### src/rtl/iter_div.sv
`default_nettype none
// iter_div: 32-bit signed/unsigned restoring radix-2 divider, one quotient bit per cycle.
// result = {remainder, quotient}; ready pulses once per completed, non-annulled operation.
module iter_div (
   input  logic        clk,
   input  logic        resetn,
   input  logic        signed_div,
   input  logic [31:0] opdata1,
   input  logic [31:0] opdata2,
   input  logic        start,
   input  logic        annul,
   output logic [63:0] result,
   output logic        ready,
   output logic        busy
);

   typedef enum logic [1:0] {
      S_IDLE    = 2'd0,
      S_DIVZERO = 2'd1,
      S_ON      = 2'd2,
      S_END     = 2'd3
   } state_t;

   state_t      state;
   state_t      next_state;
   logic [5:0]  cnt;
   logic [64:0] part;
   logic [31:0] dsor;
   logic        neg_q;
   logic        neg_r;

   logic        accept;
   logic [31:0] mag1;
   logic [31:0] mag2;
   logic        ge;
   logic [31:0] diff;
   logic [64:0] part_step;
   logic [31:0] quo;
   logic [31:0] rem;

   assign accept = start && !annul;
   assign mag1   = (signed_div && opdata1[31]) ? (~opdata1 + 32'd1) : opdata1;
   assign mag2   = (signed_div && opdata2[31]) ? (~opdata2 + 32'd1) : opdata2;

   // part[64:32] is the shifted partial remainder with the next dividend bit appended;
   // when it is >= divisor the difference always fits in 32 bits.
   assign ge        = part[64:32] >= {1'b0, dsor};
   assign diff      = part[63:32] - dsor;
   assign part_step = ge ? {diff, part[31:0], 1'b1} : {part[63:0], 1'b0};

   assign quo  = neg_q ? (~part[31:0] + 32'd1) : part[31:0];
   assign rem  = neg_r ? (~part[64:33] + 32'd1) : part[64:33];
   assign busy = (state != S_IDLE);

   always_ff @(posedge clk or negedge resetn) begin
      if (!resetn) begin
         state <= S_IDLE;
      end else begin
         state <= next_state;
      end
   end

   always_comb begin
      next_state = state;
      case (state)
         S_IDLE: begin
            if (accept) begin
               next_state = (opdata2 == 32'd0) ? S_DIVZERO : S_ON;
            end
         end
         S_DIVZERO: next_state = annul ? S_IDLE : S_END;
         S_ON: begin
            if (annul) begin
               next_state = S_IDLE;
            end else if (cnt == 6'd32) begin
               next_state = S_END;
            end
         end
         S_END:   next_state = S_IDLE;
         default: next_state = S_IDLE;
      endcase
   end

   always_ff @(posedge clk or negedge resetn) begin
      if (!resetn) begin
         cnt    <= 6'd0;
         part   <= 65'd0;
         dsor   <= 32'd0;
         neg_q  <= 1'b0;
         neg_r  <= 1'b0;
         result <= 64'd0;
         ready  <= 1'b0;
      end else begin
         ready <= 1'b0;
         case (state)
            S_IDLE: begin
               if (accept) begin
                  cnt <= 6'd0;
                  if (opdata2 != 32'd0) begin
                     part  <= {32'd0, mag1, 1'b0};
                     dsor  <= mag2;
                     neg_q <= signed_div && (opdata1[31] ^ opdata2[31]);
                     neg_r <= signed_div && opdata1[31];
                  end else begin
                     // divide-by-zero completes with a zero quotient and remainder
                     part  <= 65'd0;
                     dsor  <= 32'd0;
                     neg_q <= 1'b0;
                     neg_r <= 1'b0;
                  end
               end
            end
            S_ON: begin
               if (!annul && cnt != 6'd32) begin
                  part <= part_step;
                  cnt  <= cnt + 6'd1;
               end
            end
            S_END: begin
               if (!annul) begin
                  result <= {rem, quo};
                  ready  <= 1'b1;
               end
            end
            default: ;
         endcase
      end
   end

endmodule
`default_nettype wire
### config.mk
export PLATFORM = sky130hd
export DESIGN_NAME = iter_div
export DESIGN_NICKNAME = d
export VERILOG_FILES = /design/src/rtl/iter_div.sv
export SDC_FILE = /design/constraint.sdc
export NUM_CORES = 1
export LEC_CHECK = 0
export ABC_AREA = 1
export BUFFER_PORTS_ARGS = -buffer_cell sky130_fd_sc_hd__buf_2
export CAP_MARGIN = 10
export CORE_MARGIN = 2
export CORE_UTILIZATION = 60
export DETAILED_ROUTE_END_ITERATION = 6
export HOLD_SLACK_MARGIN = 0.08
export MAX_ROUTING_LAYER = met4
export PLACE_DENSITY_LB_ADDON = 0.2
export SYNTH_ARGS = -nofsm -noshare
export SYNTH_HDL_FRONTEND = slang
export SYNTH_SLANG_ARGS = --single-unit
### constraint.sdc
create_clock -name clk -period 2.5 [get_ports clk]
set_input_delay 0.125 -clock clk [delete_from_list [all_inputs] [get_ports clk]]
set_output_delay 0.125 -clock clk [all_outputs]
set_load 0.1 [all_outputs]
==> impl_metrics.tcl <==
set metrics [dict create \
    outcome "complete, no violations" \
    period_share 0.9537 \
    arrival_ns 2.71 \
    drv_cap 0 \
    worst_clock_skew_ns 0.01359 \
    drive_above_1_share 0.1105 \
    path_max_fanout 26 \
    finalInstanceArea_um2 15370 \
    grt_pass1_wl_mm 66.46 \
    grt_max_degree 93 \
    finalNetCount 2343 \
    powerDensity_nw_per_um2 1138 \
    num_vias 13930 \
    grt_usage 0.3668 \
    first_pass_iters 6 \
    dp_hpwl_mm 31.95 \
    synth_cells 2061 \
    vias_per_cell 5.519 \
    hold_viol_final 0 \
    relSlewSlack 0.4860 \
    end_kind "register" \
    postSynthAreaPerCell_um2 6.405 \
    drt-wirelength-per-cell_um 16.39 \
    clk_pin_slew_ns 0.08 \
    yosys_warnings 0 \
    slowest_delay_ns 0.49 \
    setup_viol 0 \
    gp_congestion 0.9563 \
    fmax_mhz 419.4 \
    clock-sinks 172 \
    die_h_um 152.3 \
    clk_latency_ns 0.44 \
    syn-cell-area_um2 13200 \
    grt.overflow.total 0 \
    ys_seq_area_frac 0.3261 \
    synth.distinct_cells 44 \
    syn_nets 2172 \
    dieArea_um2 23200 \
    areaGrowthSynthToFinish_pct 16.41 \
    post_dp_cell_area_um2 14260 \
    port_buffers 134 \
    worstMarginPinSlew_ns 0.7710 \
    crit_type "register to register" \
    wl_met2_mm 17.89 \
    multi_input_area_um2 7528 \
    cp.required_ns 2.82 \
    final_cell_mix "nand2_1, inv_1, nand3_1" \
    wl_met3_mm 3.814 \
    core_area_um2 21690 \
    cts_buffers 17 \
    grt_pass1_vias 12840 \
    tns_ns 0 \
    wl_mm 41.36 \
    synth_top_cell_by_area "dfrtp_1" \
    die_width_um 152.3 \
    holdCritPathClass "input port to register" \
    cp_slowest_cell "dfrtp_1" \
    synth_top_area_frac 0.3261 \
    cp_cell_sequence "ha_2, a21oi_1, nor2_1, nor3_1, nand3_2, nor2_8, buf_12, nand3b_1, nand3_1, nand2_1" \
    cts_tree "done" \
    final_common_cell "nand2_1" \
    highest_layer "met4" \
    preCtsSetupSlack_ns 0.1189 \
    drt-met1-wl_mm 18.61 \
    fin_crit_ns 2.384 \
    final_antenna_net_count 0 \
    synth_area_leaders "dfrtp_1, nand2_1, inv_1, nand3_1, nor2_1" \
    final_util 0.7085 \
    cts_buffer_depth 2 \
    post-route-drc-count 0 \
    worst_ir_drop_vdd_uv 832.4 \
    htree_levels 4 \
    antennaDiodeCount 0 \
    drt_iter0_markers 1298 \
    seqCellArea_um2 4305 \
    crit_path_start_kind "register" \
    p_leak_nw 8.587 \
    root_buffer "clkbuf_16" \
    slew_viol_final 0 \
    rows 54 \
    io_pins 135 \
    filler_cell_count 1845 \
    start_util 0.6086 \
    synth_seq_cells 172 \
    layout_setup_ws_ns 0.1158 \
    antenna_found_initial 0 \
]
==> layout make-up <==
type	instances	share of cell area
inverter	318	0.07768
timing repair buffer	206	0.08916
clock inverter	13	0.01164
clock buffer	18	0.02858
sequential	172	0.2802
multi-input combinational	1517	0.4899
tap	280	0.02280
==> stage by stage <==
stage / instances / power, mW / hold slack [ns]
6_report: 2524 / 17.49 / 0.09128
3_3_place_gp: 2451 / 14.15 / 0.09944
4_1_cts: 2523 / 17.23 / 0.08076
2_1_floorplan: 2061 / 11.92 / -0.1706
3_5_place_dp: 2451 / 14.33 / 0.1063
5_1_grt: 2524 / 18.49 / 0.1190
==> registers in the layout, indices dropped and copies added (netlist names) <==
| signal | flops |
|---|---|
| cnt | 6 |
| dsor | 32 |
| neg_q | 1 |
| neg_r | 1 |
| part | 65 |
| ready | 1 |
| result | 64 |
| state | 2 |
==> worst max-delay path, delay by kind of cell (launching register included) <==
family,cells,cell delay [ns]
adders and majority gates,1,0.37
and+or+nand+nor,7,0.97
buffers and inverters,1,0.20
DFF,1,0.49
AOI/OAI and AO/OA,1,0.22
==> logic make-up (layout without fill, tap and decap cells) <==
logic type | after synthesis | after routing | share of synthesized area
compound gates | 202 | 202 | 0.08370
xor+xnor | 92 | 92 | 0.06104
fa+ha+maj | 42 | 42 | 0.04038
buf+inv | 373 | 555 | 0.1096
flops | 172 | 172 | 0.3261
simple gates | 1180 | 1181 | 0.3792
==> cells in the mapped netlist (all sizes together) <==
master / count
a21boi: 1
a21oi: 48
a22o: 1
a22oi: 15
a31oi: 7
and2: 5
buf: 28
clkbuf: 27
dfrtp: 172
fa: 1
ha: 41
inv: 318
nand2: 694
nand3: 203
nand3b: 10
nand4: 31
nor2: 195
nor3: 31
nor3b: 2
nor4: 3
o2111ai: 1
o211ai: 7
o21ai: 112
o21bai: 2
o22ai: 5
o31ai: 2
o41ai: 1
or2: 6
xnor2: 23
xor2: 69
==> per-layer routing <==
| layer | vias up | track usage |
|---|---|---|
| met3 | 79 | 0.05887 |
| met4 | 0 | 0.1086 |
| met5 | - | - |
| met1 | 6376 | 0.5244 |
| li1 | 6815 | - |
| met2 | 660 | 0.5395 |
==> final timing paths <==
kind	slack, ns	depth (start not counted)	end	startpoint
worst max-delay path	0.12	10	part[44]$_DFFE_PN0P_	part[62]$_DFFE_PN0P_
worst max register to register	0.12	10	part[44]$_DFFE_PN0P_	part[62]$_DFFE_PN0P_
min in group asynchronous	0.22	2	result[36]$_DFFE_PN0P_	resetn
worst min-delay path	0.09	5	dsor[28]$_DFFE_PN0P_	opdata2[28]
worst min register to register	0.48	2	result[24]$_DFFE_PN0P_	result[24]$_DFFE_PN0P_
max in group asynchronous	1.55	3	part[32]$_DFFE_PN0P_	resetn
==> power breakdown <==
group	total (mW)	switching (mW)	internal (mW)
logic	10.1	7.67	2.46
registers	4.54	0.804	3.73
clock network	2.83	1.28	1.55
total	17.5	9.75	7.74
==> what timing repair did <==
action / CTS / global route
gates resized for setup: 0 / 10
buffers inserted: 0 / 0
endpoints found under the setup margin: 0 / 33
endpoints found under the hold margin: 94 / 0
hold buffers: 41 / 0
Power figures use the tool's default switching activity.
